<file path="config.mk">
export PLATFORM = sky130hd
export DESIGN_NAME = i2c_arbiter
export DESIGN_NICKNAME = d
export VERILOG_FILES = /design/src/rtl/i2c_arbiter.sv
export SDC_FILE = /design/constraint.sdc
export NUM_CORES = 1
export LEC_CHECK = 0
export BUFFER_PORTS_ARGS = -buffer_cell sky130_fd_sc_hd__buf_4
export CAP_MARGIN = 20
export CORE_AREA = 4 4 112 114
export DETAILED_ROUTE_END_ITERATION = 8
export DIE_AREA = 0 0 116 118
export SYNTH_ARGS = -nofsm -noshare
export SYNTH_HDL_FRONTEND = slang
export SYNTH_SLANG_ARGS = --single-unit
</file>
<file path="constraint.sdc">
create_clock -name clk_i -period 6.91 [get_ports clk_i]
set_input_delay 0 -clock clk_i [delete_from_list [all_inputs] [get_ports clk_i]]
set_output_delay 0 -clock clk_i [all_outputs]
set_load 0.1 [all_outputs]
</file>
<file path="src/rtl/i2c_arbiter.sv">
// Round-robin arbiter sharing one byte-level I2C engine between NREQ requesters.
// Optional watchdog on the engine wait is enabled by defining I2C_ARB_TIMEOUT_EN.
module i2c_arbiter #(
  parameter int NREQ    = 3,
  parameter int NBYTES  = 3,
  parameter int NBW     = $clog2(NBYTES) + 1,
  parameter int TIMEOUT = 1000000
) (
  input  logic                     clk_i,
  input  logic                     rst_n_i,
  input  logic [NREQ-1:0]          req_i,
  input  logic [NREQ*NBW-1:0]      nbytes_i,
  input  logic [NREQ*NBYTES*8-1:0] wdata_i,
  output logic [NREQ-1:0]          gnt_o,
  output logic [NREQ-1:0]          ack_o,
  output logic [NBYTES*8-1:0]      rdata_o,
  output logic                     timeout_o,
  output logic                     busy_o,
  output logic                     eng_send_o,
  output logic [NBW-1:0]           eng_nbytes_o,
  output logic [NBYTES*8-1:0]      eng_data_o,
  input  logic                     eng_ready_i,
  input  logic                     eng_done_i,
  input  logic [NBYTES*8-1:0]      eng_rdata_i
);

  localparam int PW = (NREQ > 1) ? $clog2(NREQ) : 1;
  localparam int DW = NBYTES * 8;

  typedef enum logic [2:0] {IDLE, SEND, WAIT, ACK, REL} state_t;

  state_t          state, state_nx;
  logic [PW-1:0]   ptr, ptr_nx, win, cand;
  logic            found;
  logic [NREQ-1:0] win_hot, gnt_nx, ack_nx;
  logic [DW-1:0]   rdata_nx, data_nx;
  logic [NBW-1:0]  nb_sel, nb_clamp, nbytes_nx;
  logic            send_nx, timeout_nx, expired;

  // Scan from the slot after the last winner so every requester gets a turn.
  always_comb begin
    win   = '0;
    cand  = '0;
    found = 1'b0;
    for (int k = 1; k <= NREQ; k++) begin
      cand = PW'((int'(ptr) + k) % NREQ);
      if (!found && req_i[cand]) begin
        found = 1'b1;
        win   = cand;
      end
    end
  end

  assign win_hot  = NREQ'(1) << win;
  assign nb_sel   = nbytes_i[win*NBW +: NBW];
  assign nb_clamp = (nb_sel > NBW'(NBYTES)) ? NBW'(NBYTES) : nb_sel;

`ifdef I2C_ARB_TIMEOUT_EN
  localparam int TW = $clog2(TIMEOUT + 1);
  logic [TW-1:0] tcount, tcount_nx;

  assign expired = (tcount == TW'(TIMEOUT - 1));

  always_comb begin
    tcount_nx = tcount;
    if (state == SEND)      tcount_nx = '0;
    else if (state == WAIT) tcount_nx = tcount + 1'b1;
  end

  always_ff @(posedge clk_i or negedge rst_n_i) begin
    if (!rst_n_i) tcount <= '0;
    else          tcount <= tcount_nx;
  end
`else
  assign expired = 1'b0;
`endif

  always_comb begin
    state_nx   = state;
    ptr_nx     = ptr;
    gnt_nx     = gnt_o;
    ack_nx     = '0;
    rdata_nx   = rdata_o;
    data_nx    = eng_data_o;
    nbytes_nx  = eng_nbytes_o;
    send_nx    = 1'b0;
    timeout_nx = 1'b0;
    case (state)
      IDLE: begin
        if (found && eng_ready_i) begin
          gnt_nx    = win_hot;
          ptr_nx    = win;
          nbytes_nx = nb_clamp;
          data_nx   = wdata_i[win*DW +: DW];
          // Zero-length requests complete without touching the engine.
          if (nb_clamp == '0) begin
            ack_nx   = win_hot;
            state_nx = ACK;
          end else begin
            send_nx  = 1'b1;
            state_nx = SEND;
          end
        end
      end
      SEND: state_nx = WAIT;
      WAIT: begin
        if (eng_done_i) begin
          rdata_nx = eng_rdata_i;
          ack_nx   = gnt_o;
          state_nx = ACK;
        end else if (expired) begin
          timeout_nx = 1'b1;
          ack_nx     = gnt_o;
          state_nx   = ACK;
        end
      end
      ACK: begin
        gnt_nx   = '0;
        state_nx = REL;
      end
      REL: if (eng_ready_i) state_nx = IDLE;
      default: state_nx = IDLE;
    endcase
  end

  always_ff @(posedge clk_i or negedge rst_n_i) begin
    if (!rst_n_i) begin
      state        <= IDLE;
      ptr          <= PW'(NREQ - 1);
      gnt_o        <= '0;
      ack_o        <= '0;
      rdata_o      <= '0;
      timeout_o    <= 1'b0;
      busy_o       <= 1'b0;
      eng_send_o   <= 1'b0;
      eng_nbytes_o <= '0;
      eng_data_o   <= '0;
    end else begin
      state        <= state_nx;
      ptr          <= ptr_nx;
      gnt_o        <= gnt_nx;
      ack_o        <= ack_nx;
      rdata_o      <= rdata_nx;
      timeout_o    <= timeout_nx;
      busy_o       <= (state_nx != IDLE);
      eng_send_o   <= send_nx;
      eng_nbytes_o <= nbytes_nx;
      eng_data_o   <= data_nx;
    end
  end

endmodule

</file>
==> results of run 1 <==
==> sequential cells by signal, summed over array words and instances (netlist names) <==
register	flops
eng_send_o	1
state	3
gnt_o	3
eng_data_o	24
eng_nbytes_o	3
rdata_o	24
ack_o	3
busy_o	1
ptr	2
==> worst paths after layout <==
path                                start        endpoint  slack (ns)  depth (start not counted)
max in group asynchronous         rst_n_i   eng_data_o[7]        6.06                          2
setup reg to reg                   ptr[1]          busy_o        3.84                          9
min in group asynchronous         rst_n_i     rdata_o[10]        0.32                          2
hold reg to reg            eng_data_o[23]  eng_data_o[23]        0.48                          1
hold / removal                eng_ready_i        state[2]        0.03                          3
setup / recovery                   ptr[1]          busy_o        3.84                          9
==> critical path, cell delays in order (launching register included) <==
cell and delay [ns]:
dfstp_2 0.54, inv_1 0.08, ha_1 0.27, mux2_4 0.33, mux2_4 0.30, o31ai_2 0.23, or4_2 0.15, buf_4 0.59
nand2b_2 0.10, or3_1 0.36
==> cell usage in the layout, fill, tap and decap left out, types with 2 or more instances in the layout <==
master,Yosys,routed
nand3_1,5,5
clkbuf_16,0,9
mux2_4,2,2
o21ai_0,7,7
dfrtp_1,63,63
dlygate4sd3_1,0,25
nor2_1,30,30
clkinvlp_4,0,3
nor2b_1,4,4
inv_1,3,3
a21oi_1,7,7
buf_4,2,173
a21o_1,26,26
and2_1,2,2
a31o_2,3,3
nor3b_1,2,2
o21ai_1,3,3
mux2i_1,27,27
nand2_1,11,11
o31ai_2,2,2
ha_1,4,4
mux2_2,24,24
nand3b_1,2,2
a211oi_2,24,24
==> cell families after synthesis <==
kind of cell,count (synthesis)
AO/OA/AOI/OAI,79
XOR/XNOR,1
adder cells (fa/ha/maj),4
buffers and inverters,24
flip-flops,64
multiplexers,53
other,1
AND/OR/NAND/NOR,67
==> cell type report <==
| cell class | count | share of cell area |
|---|---|---|
| Clock inverter | 5 | 0.0108 |
| Inverter | 3 | 0.00211 |
| Sequential cell | 64 | 0.300 |
| Timing Repair Buffer | 198 | 0.290 |
| Tap cell | 143 | 0.0335 |
| Clock buffer | 10 | 0.0448 |
| Multi-Input combinational cell | 205 | 0.318 |
==> cell usage after synthesis (2+ instances only) <==
| cell type | number |
|---|---|
| buf_2 | 10 |
| nor3b_1 | 2 |
| nand3_1 | 5 |
| a31o_2 | 3 |
| nor2_1 | 30 |
| mux2_4 | 2 |
| o21ai_0 | 7 |
| ha_1 | 4 |
| buf_6 | 6 |
| nand2_1 | 11 |
| buf_4 | 2 |
| a211oi_2 | 24 |
| mux2_2 | 24 |
| nand3b_1 | 2 |
| nor2b_1 | 4 |
| clkbuf_1 | 3 |
| and2_1 | 2 |
| o31ai_2 | 2 |
| mux2i_1 | 27 |
| a21o_1 | 26 |
| inv_1 | 3 |
| a21oi_1 | 7 |
| dfrtp_1 | 63 |
| o21ai_1 | 3 |
==> per-stage QoR <==
step	instance area, um2	util	worst slack (ns)	hold WS [ns]
floorplan	3430	-	4.51	-0.296
global placement	4790	0.419	3.88	0.146
detailed placement	4790	0.419	3.83	0.152
CTS	5340	0.467	3.81	0.00941
global route	5340	0.467	3.64	0.0321
finish	5340	0.467	3.84	0.0290
==> metal layers <==
layer  wire length [um]  up-vias  global-route usage  part of all wire
li1                   -     1435                   -                 -
met1               3920     1428               0.168              0.41
met2               4760      109               0.233              0.49
met3                782       15              0.0406             0.081
met4                175        0              0.0471             0.018
met5                  0        -                   0                 0
==> impl_metrics.tcl, run 1 <==
set metrics [dict create \
    die_w_um 116 \
    final_nets 597 \
    clkLatencyLatePin_ns 0.32 \
    netlist_area_mm2 0.00343 \
    synthFlopType "dfrtp_1" \
    dr.pass1.iters 4 \
    initial_core_util 0.300 \
    cp-end-kind "flop" \
    synth_compound_area_frac 0.203 \
    yosys.area_share.adder 0.0146 \
    ios 172 \
    numPortBuffers 170 \
    viasPerCell 4.76 \
    cts_buffers 9 \
    syn_avg_cell_area_um2 11.7 \
    clk_root_buffer_cell "clkbuf_16" \
    fin_crit_ns 3.07 \
    htree_levels 3 \
    synthSimpleGateAreaFrac 0.0999 \
    vias 2987 \
    synth_top_family_by_area "compound AO/OA/AOI/OAI gates" \
    drtIter0Drc 101 \
    fmax_ghz 0.326 \
    cp.arrival_ns 3.26 \
    crit_type "flop to flop" \
    rsz0062_at_grt "no" \
    synthCells 293 \
    synth.top_cell.area_share 0.460 \
    drc 0 \
    fin_crit_sh 0.444 \
    grt.total_usage 0.139 \
    diodes 0 \
    antenna_left 0 \
    cp.required_ns 7.11 \
    worst_pin_slew_ns 0.795 \
    syn_nets 409 \
    synth_xor_area_frac 0.00255 \
    cp-start-kind "flop" \
    yosysTopAreaCell "dfrtp_1" \
    setup_viol 0 \
    ff_latch_area_mm2 0.00160 \
    maxCapViolations 0 \
    die_area_mm2 0.0137 \
    ys_types 45 \
    ys_warn_count 0 \
    seq_area_frac_synth 0.467 \
    finalNonFillerCells 628 \
    status "completed" \
    cts_setup_buffers 0 \
    hold_violations 0 \
    hold_buffers 25 \
    hpwl_um 7080 \
    synth_area_leaders "dfrtp_1 (46%), a211oi_2 (8.8%), mux2i_1 (7.9%)" \
    die_y_um 118 \
    fillers 1056 \
    clk_pin_slew_ns 0.05 \
    clock_path_buffers 2 \
    cts_resized 0 \
    grt_start_max_net_pins 65 \
    synthMuxAreaShare 0.166 \
    routedWlPerCell_um 15.3 \
    fp-row-count 39 \
    dp_cells 588 \
    place_congestion 0.829 \
    synthArstFlopShare 1.00 \
    postRouteWirelength_um 9640 \
    synth_edf_count 0 \
    worstPathMaxFanout 63 \
    core_region_area_mm2 0.0114 \
    holdCritPathClass "input port to flop" \
    area_growth_pct 55.5 \
    antenna_found_initial 0 \
    layout-drive-gt1-share 0.524 \
    cts_sinks 64 \
    ys_ff_latch 64 \
    multiInputGateArea_mm2 0.00170 \
    grt_pass1_wl_um 15500 \
    fin_setup_tns_ns 0 \
    grt_pass1_vias 3098 \
    cts_tree "built" \
    slew_headroom 0.470 \
    drv_slew 0 \
    skew_ns 0.00606 \
    overflow 0 \
]
Power of run 1 is not shown: default switching activity piles up to over one toggle a cycle in this logic, so the estimate is an artifact.
==> run 2, diff against run 1 <==
clock period = 2.5 ns   (was 6.91 ns; I/O delays follow)
==> run 2 against run 1 <==
Sequential cell count unchanged. First-iteration DRC count fell by 14%. Die area stayed put. Non-clock buffer count rose by 31. Critical endpoint unchanged. Core utilization grew 5.1 points.
==> impl_metrics.tcl, run 2 (same netlist as run 1, synthesis figures left out) <==
set metrics [dict create \
    status "completed" \
    top_regs "eng_data_o (24), rdata_o (24)" \
    postRouteWirelength_um 11000 \
    worstHoldStart "eng_ready_i" \
    grt.total_usage 0.143 \
    dpl_worst_slack_ns -0.136 \
    skew_ns 0.00743 \
    r2r_start "ptr[1]" \
    area_growth_pct 72.5 \
    hold_violations 0 \
    worst_pin_slew_ns 0.800 \
    grt_pass1_wl_um 15700 \
    cp_cell_sequence "inv_2 > ha_4 > mux2_4 > mux2_4 > o31ai_4 > or4_4 > nand2b_4 > or3_1" \
    ff_latch_area_mm2 0.00160 \
    fin_crit_sh 0.982 \
    overflow 0 \
    crit_type "flop to flop" \
    holdCritPathClass "input port to flop" \
    die_y_um 118 \
    setup_ws_ns 0.0446 \
    layout-drive-gt1-share 0.615 \
    die_w_um 116 \
    dr.pass1.iters 4 \
    clk_root_buffer_cell "clkbuf_16" \
    cp-start-kind "flop" \
    dp_cells 613 \
    layout_common_cells "buf_4 (192), dfrtp_1 (63), a21o_1 (26)" \
    slew_headroom 0.467 \
    maxCapViolations 0 \
    grt_pass1_vias 3184 \
    setup_viol 0 \
    die_area_mm2 0.0137 \
    diodes 0 \
    critPathSlowestCell "dfstp_2" \
    drv_slew 0 \
    fin_crit_ns 2.46 \
    final_common_cell "buf_4" \
    cpMostUsedCell "mux2_4" \
    clk_pin_slew_ns 0.06 \
    fp-row-count 39 \
    routedWlPerCell_um 16.6 \
    initial_core_util 0.300 \
    clock_path_buffers 2 \
    drc 0 \
    clkLatencyLatePin_ns 0.32 \
    cts_buffers 9 \
    place_congestion 0.841 \
    viasPerCell 4.72 \
    rsz0062_at_grt "yes" \
    max_stage_delay_ns 0.57 \
    core_region_area_mm2 0.0114 \
    htree_levels 3 \
    worstPathMaxFanout 6 \
    holdPathStages 3 \
    multiInputGateArea_mm2 0.00191 \
    drtIter0Drc 87 \
    worstRegToRegCells 8 \
    cp-startpoint "ptr[1]" \
    cts_sinks 64 \
    finalNonFillerCells 662 \
    antenna_left 0 \
    cp.depth 8 \
    ios 172 \
    cts_tree "built" \
    cp.required_ns 2.69 \
    antenna_found_initial 0 \
    cp_top_family "simple AND/OR/NAND/NOR gates" \
    fmax_ghz 0.407 \
    fin_setup_tns_ns 0 \
    grt_start_max_net_pins 65 \
    cp_num_buf_inv 1 \
    fillers 1041 \
    cp-end-kind "flop" \
    cp.arrival_ns 2.65 \
    hpwl_um 7440 \
    vias 3127 \
    final_nets 630 \
    numPortBuffers 170 \
]
run 2: final cells by class:
type / count / share of cell area
sequential: 64 / 0.271
clock buffer: 9 / 0.0381
tap: 143 / 0.0302
timing repair buffer: 229 / 0.324
inverter: 3 / 0.00190
clock inverter: 7 / 0.0123
multi-input combinational: 207 / 0.323
run 2: worst register-to-register path, cell delays in order (launching register included):
cell and delay (ns):
dfstp_2 0.57, inv_2 0.07, ha_4 0.18, mux2_4 0.30
mux2_4 0.30, o31ai_4 0.24, or4_4 0.26, nand2b_4 0.06
or3_1 0.34
run 2: path summary, 6_finish.rpt:
kind	end	slack [ns]
setup / recovery	busy_o	0.04
hold / removal	state[2]	0.06
setup reg to reg	busy_o	0.04
hold reg to reg	eng_data_o[11]	0.48
max in group asynchronous	eng_data_o[13]	1.66
min in group asynchronous	rdata_o[7]	0.32
run 2: stage by stage:
stage                     hold WS [ns]  cell area [um2]  utilization
after floorplan                 -0.296             3430            -
after global routing            0.0731             5920        0.518
final                           0.0561             5920        0.518
after global placement           0.150             5030        0.440
after detailed placement         0.155             5030        0.440
after CTS                       0.0315             5620        0.492
run 2: what timing repair did:
item | in CTS | in global routing
hold buffers | 25 | 0
endpoints found under the setup margin | 38 | 35
endpoints found under the hold margin | 87 | 0
resized for setup | 9 | 39
cloned | 0 | 6
buffers inserted | 0 | 2
pin swaps | 1 | 8
run 2: metal layers:
layer | vias to the layer above | GRT usage | part of all wire
met3 | 10 | 0.0524 | 0.080
met2 | 103 | 0.242 | 0.51
met4 | 0 | 0.0305 | 0.0078
met1 | 1501 | 0.171 | 0.40
met5 | - | 0 | 0
li1 | 1513 | - | -
Power of run 2 is left out for the same reason.
